### src/rtl/pwm_fader_multi_pkg.sv
// Shared definitions for the multi-channel PWM fader: defaults, level names,
// fade direction type and the channel-index width helper.
package pwm_pkg;

  localparam int NCH_DEF      = 3;
  localparam int W_DEF        = 8;
  localparam int STEP_DEF     = 3;
  localparam int DIV_BITS_DEF = 18;

  // Named colour levels at the default resolution.
  localparam logic [W_DEF-1:0] LVL_OFF  = '0;
  localparam logic [W_DEF-1:0] LVL_FULL = '1;

  typedef enum logic [1:0] {
    FADE_HOLD = 2'd0,
    FADE_UP   = 2'd1,
    FADE_DOWN = 2'd2
  } fade_dir_e;

  // A single channel still needs a one-bit index port.
  function automatic int clog2_min1(input int n);
    return (n <= 1) ? 1 : $clog2(n);
  endfunction

endpackage

### src/rtl/pwm_fader_multi_chan.sv
// One PWM channel: target/current levels, fade stepping on the shared tick,
// shadow duty latched at the period boundary and the registered comparator.
module pwm_chan
  import pwm_pkg::*;
#(
  parameter int W    = W_DEF,
  parameter int STEP = STEP_DEF
) (
  input  logic         clk,
  input  logic         rst,
  input  logic         tick,
  input  logic         boundary,
  input  logic [W-1:0] cnt,
  input  logic         wr_hit,
  input  logic         wr_instant,
  input  logic [W-1:0] wr_level,
  output logic         pwm,
  output logic         busy
);

  localparam logic [W:0]   STEP_X = (W+1)'(STEP);
  localparam logic [W-1:0] FULL   = '1;

  logic [W-1:0] tgt_reg;
  logic [W-1:0] cur_reg;
  logic [W-1:0] duty_reg;
  logic         pwm_reg;

  logic [W-1:0] cur_next;
  logic         pwm_next;
  fade_dir_e    dir;
  logic [W:0]   gap;
  logic [W:0]   step_amt;
  logic [W:0]   sum;

  // Fade step is computed against the target held before any same-cycle write.
  always_comb begin
    dir      = FADE_HOLD;
    gap      = '0;
    sum      = {1'b0, cur_reg};
    cur_next = cur_reg;
    if (cur_reg < tgt_reg) begin
      dir = FADE_UP;
      gap = {1'b0, tgt_reg} - {1'b0, cur_reg};
    end else if (cur_reg > tgt_reg) begin
      dir = FADE_DOWN;
      gap = {1'b0, cur_reg} - {1'b0, tgt_reg};
    end
    step_amt = (gap > STEP_X) ? STEP_X : gap;
    case (dir)
      FADE_UP:   sum = {1'b0, cur_reg} + step_amt;
      FADE_DOWN: sum = {1'b0, cur_reg} - step_amt;
      default:   sum = {1'b0, cur_reg};
    endcase
    if (wr_hit && wr_instant) begin
      cur_next = wr_level;
    end else if (tick) begin
      cur_next = sum[W-1:0];
    end
  end

  always_comb begin
    pwm_next = 1'b0;
    if (duty_reg == FULL) begin
      pwm_next = 1'b1;
    end else if (duty_reg != '0) begin
      pwm_next = (cnt < duty_reg);
    end
  end

  always_ff @(posedge clk) begin
    if (rst) begin
      tgt_reg  <= '0;
      cur_reg  <= '0;
      duty_reg <= '0;
      pwm_reg  <= 1'b0;
    end else begin
      if (wr_hit) begin
        tgt_reg <= wr_level;
      end
      cur_reg <= cur_next;
      if (boundary) begin
        duty_reg <= cur_reg;
      end
      pwm_reg <= pwm_next;
    end
  end

  assign pwm  = pwm_reg;
  assign busy = (cur_reg != tgt_reg);

endmodule

### src/rtl/pwm_fader_multi.sv
// Multi-channel LED PWM driver with per-channel fade engines; the PWM counter
// and fade-tick prescaler are shared by all channels.
module pwm_fader_multi
  import pwm_pkg::*;
#(
  parameter int  NCH      = NCH_DEF,
  parameter int  W        = W_DEF,
  parameter int  STEP     = STEP_DEF,
  parameter int  DIV_BITS = DIV_BITS_DEF,
  localparam int CHW      = clog2_min1(NCH)
) (
  input  logic           clk,
  input  logic           rst,
  input  logic           wr_en,
  input  logic [CHW-1:0] wr_ch,
  input  logic [W-1:0]   wr_level,
  input  logic           wr_instant,
  output logic [NCH-1:0] pwm_o,
  output logic           fading,
  output logic           fade_done
);

  logic [W-1:0]        cnt_reg;
  logic [DIV_BITS-1:0] presc_reg;
  logic                fading_reg;
  logic                fade_done_reg;

  logic                tick;
  logic                boundary;
  logic                wr_valid;
  logic [NCH-1:0]      busy;
  logic [NCH-1:0]      pwm_vec;
  logic                any_busy;

  assign tick     = (presc_reg == '0);
  assign boundary = (cnt_reg == '1);
  // Out-of-range channel indices are dropped without touching any state.
  assign wr_valid = wr_en && (int'(wr_ch) < NCH);
  assign any_busy = |busy;

  always_ff @(posedge clk) begin
    if (rst) begin
      cnt_reg       <= '0;
      presc_reg     <= '0;
      fading_reg    <= 1'b0;
      fade_done_reg <= 1'b0;
    end else begin
      cnt_reg       <= cnt_reg + W'(1);
      presc_reg     <= presc_reg + DIV_BITS'(1);
      fading_reg    <= any_busy;
      fade_done_reg <= fading_reg && !any_busy;
    end
  end

  for (genvar gi = 0; gi < NCH; gi++) begin : g_ch
    logic chan_wr;
    assign chan_wr = wr_valid && (wr_ch == CHW'(gi));

    pwm_chan #(
      .W    (W),
      .STEP (STEP)
    ) u_chan (
      .clk        (clk),
      .rst        (rst),
      .tick       (tick),
      .boundary   (boundary),
      .cnt        (cnt_reg),
      .wr_hit     (chan_wr),
      .wr_instant (wr_instant),
      .wr_level   (wr_level),
      .pwm        (pwm_vec[gi]),
      .busy       (busy[gi])
    );
  end

  assign pwm_o     = pwm_vec;
  assign fading    = fading_reg;
  assign fade_done = fade_done_reg;

endmodule

### config.mk
export PLATFORM = sky130hd
export DESIGN_NAME = pwm_fader_multi
export DESIGN_NICKNAME = d
export VERILOG_FILES = /design/src/rtl/pwm_fader_multi_pkg.sv /design/src/rtl/pwm_fader_multi_chan.sv /design/src/rtl/pwm_fader_multi.sv
export SDC_FILE = /design/constraint.sdc
export NUM_CORES = 1
export LEC_CHECK = 0
export CORE_AREA = 2 2 127 129
export DETAILED_ROUTE_END_ITERATION = 12
export DIE_AREA = 0 0 129 131
export PLACE_DENSITY = 0.77
export SYNTH_ARGS = -nofsm -noshare
export SYNTH_HDL_FRONTEND = slang
export SYNTH_HIERARCHICAL = 1
export SYNTH_SLANG_ARGS = --single-unit
### constraint.sdc
create_clock -name clk -period 4.55 [get_ports clk]
set_input_delay 1.1375 -clock clk [delete_from_list [all_inputs] [get_ports clk]]
set_output_delay 1.1375 -clock clk [all_outputs]
set_load 0.005 [all_outputs]
Word level (Yosys, flattened, before mapping):

Index checks and enable logic that the tools add are counted.

* add/sub/neg operators: 14
* order comparisons: 13
* equal/unequal tests: 15
* mux-type cells: 30
* reductions and logical operators: 24

Operator list (number)
* 2-to-1 mux 8 bit: 9
* 2-to-1 mux 9 bit: 6
* subtractor 8 x 8 -> 9 bit: 6
* < comparator 8 bit: 6
* case mux 8 bit (2 select lines): 3
* equality test 8 bit (second input constant): 4
* greater-than comparator 9 x 2 -> 1 bit (second input constant): 3
* adder 8 bit: 3
* greater-than comparator 8 bit: 3
* != test 8 bit: 3
* nonzero test 8 bit: 3
* subtractor 8 bit: 3
* adder 18 x 1 -> 18 bit (second input constant): 1
* zero test 18 bit: 1
* 2-to-1 mux 2 bit: 6
* nonzero test 3 bit: 3
* adder 8 x 1 -> 8 bit (second input constant): 1
* equality test 2 x 1 -> 1 bit (second input constant): 4
* equality test 2 bit (second input constant): 4
* logical AND 1 bit: 8
* 2-to-1 mux 1 bit: 6
* AND reduction 2 bit: 3
* nonzero test 2 bit: 3
* OR reduction 3 bit: 1
* other kinds (3): 3

* register bits: 103
* input bits: 14
* output and inout bits: 5
* logic and storage cells: 112

Depth between registers and ports, before layout:

* word-level depth: 9
* gate-level depth with buffers: 21
* depth with buffers taken out: 21

By module:

Netlist, hierarchy kept.

Modules (own cells, without submodules)
* pwm_chan (g_ch[0].u_chan ...): instances 2, cells an instance 311, area each 2576.2 sq um, seq. area each 500.5 sq um
* pwm_chan (g_ch[1].u_chan): instances 1, cells an instance 305, area each 2451.1 sq um, seq. area each 500.5 sq um
* pwm_fader_multi: instances 1, cells an instance 137, area each 1256.2 sq um, seq. area each 560.5 sq um

Least setup slack after synthesis:

OpenSTA, ideal clock, no wires.

* path kind: register to register
* start point: register g_ch[1].u_chan.tgt_reg[1]
* end point: register g_ch[1].u_chan.cur_reg[7]
* setup time: 103 ps
* data arrival time: 4199 ps
* data required time: 4447 ps
* setup slack: 247 ps
* cell stages (with the launch flop): 20
* buffers on the path: 0
* clock period less this slack: 4303 ps
* cell sequence: dfxtp_1 > inv_1 > ha_1 > nor2b_4 > o21a_1 > or4_1 > a2111o_1 > nor4b_4 > a21oi_1 > a21oi_1 > ha_1 > a21oi_1 > ha_1 > nor2b_1 > o21ai_0 > a21o_1 > a21oi_1 > o211ai_1 > o2111ai_1 > a2111oi_2

* cells in the longest elaborated chain, start to end: 9
* elaborated cells between the ends (all ways): 19
* those cells by class: add/sub: 4; order compare: 3; eq/ne: 2; mux: 8; reduce/logical: 2

RTL lines
* from (decl): line pwm_fader_multi_chan.sv:24 `logic [W-1:0] tgt_reg;`
* from (signal assigned): line pwm_fader_multi_chan.sv:79 `tgt_reg <= wr_level;`
* subtractor 8 x 8 -> 9 bit / greater-than comparator 8 bit (equally long branches): line pwm_fader_multi_chan.sv:47, pwm_fader_multi_chan.sv:45
* 2-to-1 mux 9 bit: line pwm_fader_multi_chan.sv:45 `end else if (cur_reg > tgt_reg) begin`
* 2-to-1 mux 9 bit: line pwm_fader_multi_chan.sv:42 `if (cur_reg < tgt_reg) begin`
* greater-than comparator 9 x 2 -> 1 bit: line pwm_fader_multi_chan.sv:49 `step_amt = (gap > STEP_X) ? STEP_X : gap;`
* 2-to-1 mux 8 bit: line pwm_fader_multi_chan.sv:49
* subtractor 8 bit / adder 8 bit (equally long branches): line pwm_fader_multi_chan.sv:52, pwm_fader_multi_chan.sv:51
* case mux 8 bit (2 select lines): line pwm_fader_multi_chan.sv:50 `case (dir)`
* 2-to-1 mux 8 bit: line pwm_fader_multi_chan.sv:57 `end else if (tick) begin`
* 2-to-1 mux 8 bit: line pwm_fader_multi_chan.sv:55 `if (wr_hit && wr_instant) begin`
* to (signal assigned): line pwm_fader_multi_chan.sv:81 `cur_reg <= cur_next;`
* to (decl): line pwm_fader_multi_chan.sv:25 `logic [W-1:0] cur_reg;`

Several ways; a longest one is shown, not always the timed one. The select of a mux whose other input is x is not followed.
A chain may end at the register's enable or synchronous reset.

Final worst setup path:

* start point: register g_ch[2].u_chan.tgt_reg[1]
* end point: register g_ch[2].u_chan.cur_reg[7]

* cells in the longest elaborated chain, start to end: 9
* elaborated cells between the ends (all ways): 19
* those cells by class: add/sub: 4; order compare: 3; eq/ne: 2; mux: 8; reduce/logical: 2

RTL lines (line)
* from (decl): pwm_fader_multi_chan.sv:24
* from (signal assigned): pwm_fader_multi_chan.sv:79
* subtractor 8 x 8 -> 9 bit / greater-than comparator 8 bit (equally long branches): pwm_fader_multi_chan.sv:47, pwm_fader_multi_chan.sv:45
* 2-to-1 mux 9 bit: pwm_fader_multi_chan.sv:45
* 2-to-1 mux 9 bit: pwm_fader_multi_chan.sv:42
* greater-than comparator 9 x 2 -> 1 bit: pwm_fader_multi_chan.sv:49
* 2-to-1 mux 8 bit: pwm_fader_multi_chan.sv:49
* subtractor 8 bit / adder 8 bit (equally long branches): pwm_fader_multi_chan.sv:52, pwm_fader_multi_chan.sv:51
* case mux 8 bit (2 select lines): pwm_fader_multi_chan.sv:50
* 2-to-1 mux 8 bit: pwm_fader_multi_chan.sv:57
* 2-to-1 mux 8 bit: pwm_fader_multi_chan.sv:55
* to (signal assigned): pwm_fader_multi_chan.sv:81
* to (decl): pwm_fader_multi_chan.sv:25

Several ways; a longest one is shown, not always the timed one. The select of a mux whose other input is x is not followed.

==> metrics <==
die area 0.0169 mm²; initial antenna violation count 0; number of I/O port buffers 18; area fraction of the dominant cell type after synthesis 23.3%; ANT cells 0; number of max-slew violations in the final report 0; root buffer cell sky130_fd_sc_hd__clkbuf_16; Via density 5.90; cts-stage hold buffer count 0; Crit Path Class flop to flop; Worst Max-Slew Pin Slew 0.838 ns; final period demand of the worst path 4.45 ns; Crit. End Element flop; result of the run completed; Worst Path Required 4.78 ns; Crit Reg-Reg Endpoint g_ch[2].u_chan/cur_reg[7]$_SDFFE_PP0P_; CTS sink cnt 103; DRC viols 0; Seq cells post-synth 103; Detail Placement HPWL 16,500 µm; global-route wire length before repair 35,900 µm; Synth area leaders sky130_fd_sc_hd__dfxtp_1 23%, sky130_fd_sc_hd__ha_1 14%, sky130_fd_sc_hd__mux2i_1 6.0%; total iterations of the first detailed-routing run 5; clk buf depth 2; Hold/Removal Path Class flop to flop; width of the die 129 µm; total of max-cap violations 0; P_sw 2.92 mW; depth of the most critical reg-to-reg path 19; cell type contributing the most total cell area after synthesis sky130_fd_sc_hd__dfxtp_1; row cnt 46; drt initial violations 498; relative contribution of the clock network to total power 12.9%; number of global-route vias before repair 7,419; core area 0.0156 mm²; placement-stage worst setup slack 0.00708 ns; Ys Warns 6; I/O pin count 19; final count of hold timing violations 0; critical path startpoint category flop; crit path DAT 4.68 ns; Int Pwr 3.62 mW; setup slack of the critical path after layout 0.104 ns; cell area after synthesis 0.00886 mm²; Filler cells 1,356; Min-Delay Path Depth 1; count of cell types in the netlist 91; Worst IR Drop VDD 0.447 mV; mean instance size in the synthesized netlist 8.33 µm²; setup repair after global routing missed its margin true; reg2reg setup slack 0.10 ns; cell area after placement 0.00942 mm²; Post-Syn Instances 1,064; fin crit share 97.7%; wire length after detailed routing 22,200 µm; post-route cell area 0.00996 mm²; Initial Utilization 56.8%; number of buffers inserted during clock tree synthesis 9; deepest level of the CTS H-tree 3; count of endpoints failing setup in the final report 0; skew final 0.00906 ns; net switching fraction of the power 44.6%; worst slew slack as a fraction of its limit 44.1%; post-synth net total 1,183; launch point of the worst hold path presc_reg[0]$_SDFF_PP0_; peak clock frequency supported by timing 0.225 GHz; highest fanout seen on the critical path 3; register area share after synthesis 23.3%; Via Count 7,818; setup_tns 0 ns; routed wirelength normalized by instance count 16.8 µm; destination of the worst hold path presc_reg[0]$_SDFF_PP0_; fraction of final layout cells sized beyond drive strength 1 14.2%; Leak 3.99 nW; Post-DRT Antenna Nets 0; most common cell after layout, fill and taps aside sky130_fd_sc_hd__nor2_1; combined global-route utilization of all metal layers 26.4%; cell area power density 657 mW/mm²; Clock Latency Late Sink 0.35 ns; launch instance of the worst register-to-register path g_ch[2].u_chan/tgt_reg[1]$_SDFFE_PP0P_; Comb power frac 70.0%; gp weighted congestion 0.917; part of the total power dissipated in sequential elements 17.0%; most frequent cells in the layout 128 x sky130_fd_sc_hd__nor2_1, 100 x sky130_fd_sc_hd__dfxtp_1, 99 x sky130_fd_sc_hd__inv_1; ys async rst share 0%; startpoint of the worst setup timing path g_ch[2].u_chan/tgt_reg[1]$_SDFFE_PP0P_; dominant synthesized flop cell sky130_fd_sc_hd__dfxtp_1; total gr overflow 0; Post-synth EDFFs 0; area grow syn2layout 12.4%; CTS tree done; clock slew at the register clock pins of the worst setup and hold paths 0.07 ns; pin count of the biggest net entering global routing 83; Chip Height 131 µm; nets 1,222
-- worst max-delay path by stage --
stage                                                   endpoint  slack [ns]
after floorplan           g_ch[1].u_chan/cur_reg[7]$_SDFFE_PP0P_        0.25
after global placement    g_ch[1].u_chan/cur_reg[7]$_SDFFE_PP0P_        0.15
after detailed placement  g_ch[1].u_chan/cur_reg[7]$_SDFFE_PP0P_       0.007
after CTS                 g_ch[2].u_chan/cur_reg[7]$_SDFFE_PP0P_      0.0006
after global routing      g_ch[2].u_chan/cur_reg[7]$_SDFFE_PP0P_       -0.11
final                     g_ch[2].u_chan/cur_reg[7]$_SDFFE_PP0P_        0.10
-- cell families after synthesis --
family | count (synthesis) | share of synthesized area [%]
flops | 103 | 23.3
compound gates | 245 | 21.0
buf+inv | 142 | 6.93
simple gates | 373 | 22.9
mux | 54 | 6.16
xor+xnor | 42 | 4.15
fa+ha+maj | 105 | 15.6
-- routing by layer --
metal | GRT usage [%] | routed length, µm
met2 | 44.8 | 10500
met1 | 34.2 | 10100
met4 | 9.34 | 501
met5 | 0 | 0
met3 | 4.40 | 1140
-- layout make-up --
cell class | count | area [µm²] | area share (%)
timing repair buffer | 69 | 561 | 5.63
inverter | 101 | 379 | 3.81
tap | 216 | 270 | 2.71
clock buffer | 11 | 243 | 2.44
clock inverter | 5 | 86.3 | 0.867
sequential | 103 | 2070 | 20.7
multi-input combinational | 819 | 6350 | 63.8
-- Yosys cell counts, drive strengths merged, types with 4 or more instances --
library cell  count
a21oi            61
a31oi             8
nand3            11
or2b              4
or3               5
fa                9
nor2            128
a211oi           13
nand2b           24
nand3b            6
dfxtp           103
a21o             25
and2              8
o31ai             4
buf              22
xnor2            28
clkbuf           19
mux2i            53
a41oi             5
o211ai           11
nand4b            4
nor4             14
a311oi           13
inv             101
or2              10
nor2b            14
o2111ai           4
nor3             20
ha               96
nor4b             6
nand4            14
a2111oi          13
o21ai            38
xor2             14
o21a             16
nand2            64
and3b             6
or4               4
and3             18
-- repair_timing --
| item | in CTS | in global routing |
|---|---|---|
| endpoints found under the setup margin | 1 | 12 |
| endpoints found under the hold margin | 0 | 0 |
| setup buffers | 0 | 6 |
| pin swaps | 0 | 19 |
| resized for setup | 1 | 41 |
-- metrics by stage --
stage / total power [mW] / hold WS [ns] / cells / utilization, %
floorplan: 4.40 / 0.441 / 1064 / -
global placement: 5.21 / 0.456 / 1302 / 60.4
detailed placement: 5.30 / 0.470 / 1302 / 60.4
CTS: 6.19 / 0.487 / 1318 / 62.5
global route: 7.07 / 0.512 / 1324 / 63.8
finish: 6.54 / 0.482 / 1324 / 63.8
-- power groups by stage --
| stage | Clock [mW] | Combinational, mW | Sequential, mW |
|---|---|---|---|
| 3_5_place_dp | 0 | 4.17 | 1.13 |
| 4_1_cts | 0.860 | 4.22 | 1.11 |
| 2_1_floorplan | 0 | 3.30 | 1.10 |
| 5_1_grt | 0.895 | 5.06 | 1.12 |
| 6_report | 0.846 | 4.58 | 1.11 |
| 3_3_place_gp | 0 | 4.09 | 1.12 |
-- worst max-delay path, cell delays in order (launching register included) --
cell and delay (ns):
sky130_fd_sc_hd__dfxtp_1 0.34, sky130_fd_sc_hd__inv_2 0.06, sky130_fd_sc_hd__ha_4 0.24, sky130_fd_sc_hd__nor2b_1 0.16, sky130_fd_sc_hd__o31ai_2 0.40, sky130_fd_sc_hd__a21oi_2 0.13
sky130_fd_sc_hd__or4_4 0.52, sky130_fd_sc_hd__a211oi_4 0.28, sky130_fd_sc_hd__or2_1 0.15, sky130_fd_sc_hd__o211a_1 0.15, sky130_fd_sc_hd__ha_1 0.23, sky130_fd_sc_hd__mux2i_2 0.22
sky130_fd_sc_hd__ha_1 0.18, sky130_fd_sc_hd__nor2b_4 0.15, sky130_fd_sc_hd__o2111ai_2 0.13, sky130_fd_sc_hd__a31oi_1 0.18, sky130_fd_sc_hd__inv_1 0.07, sky130_fd_sc_hd__or3_4 0.35
sky130_fd_sc_hd__a2111oi_4 0.31, sky130_fd_sc_hd__a211oi_2 0.07
Power figures use the tool's default switching activity.
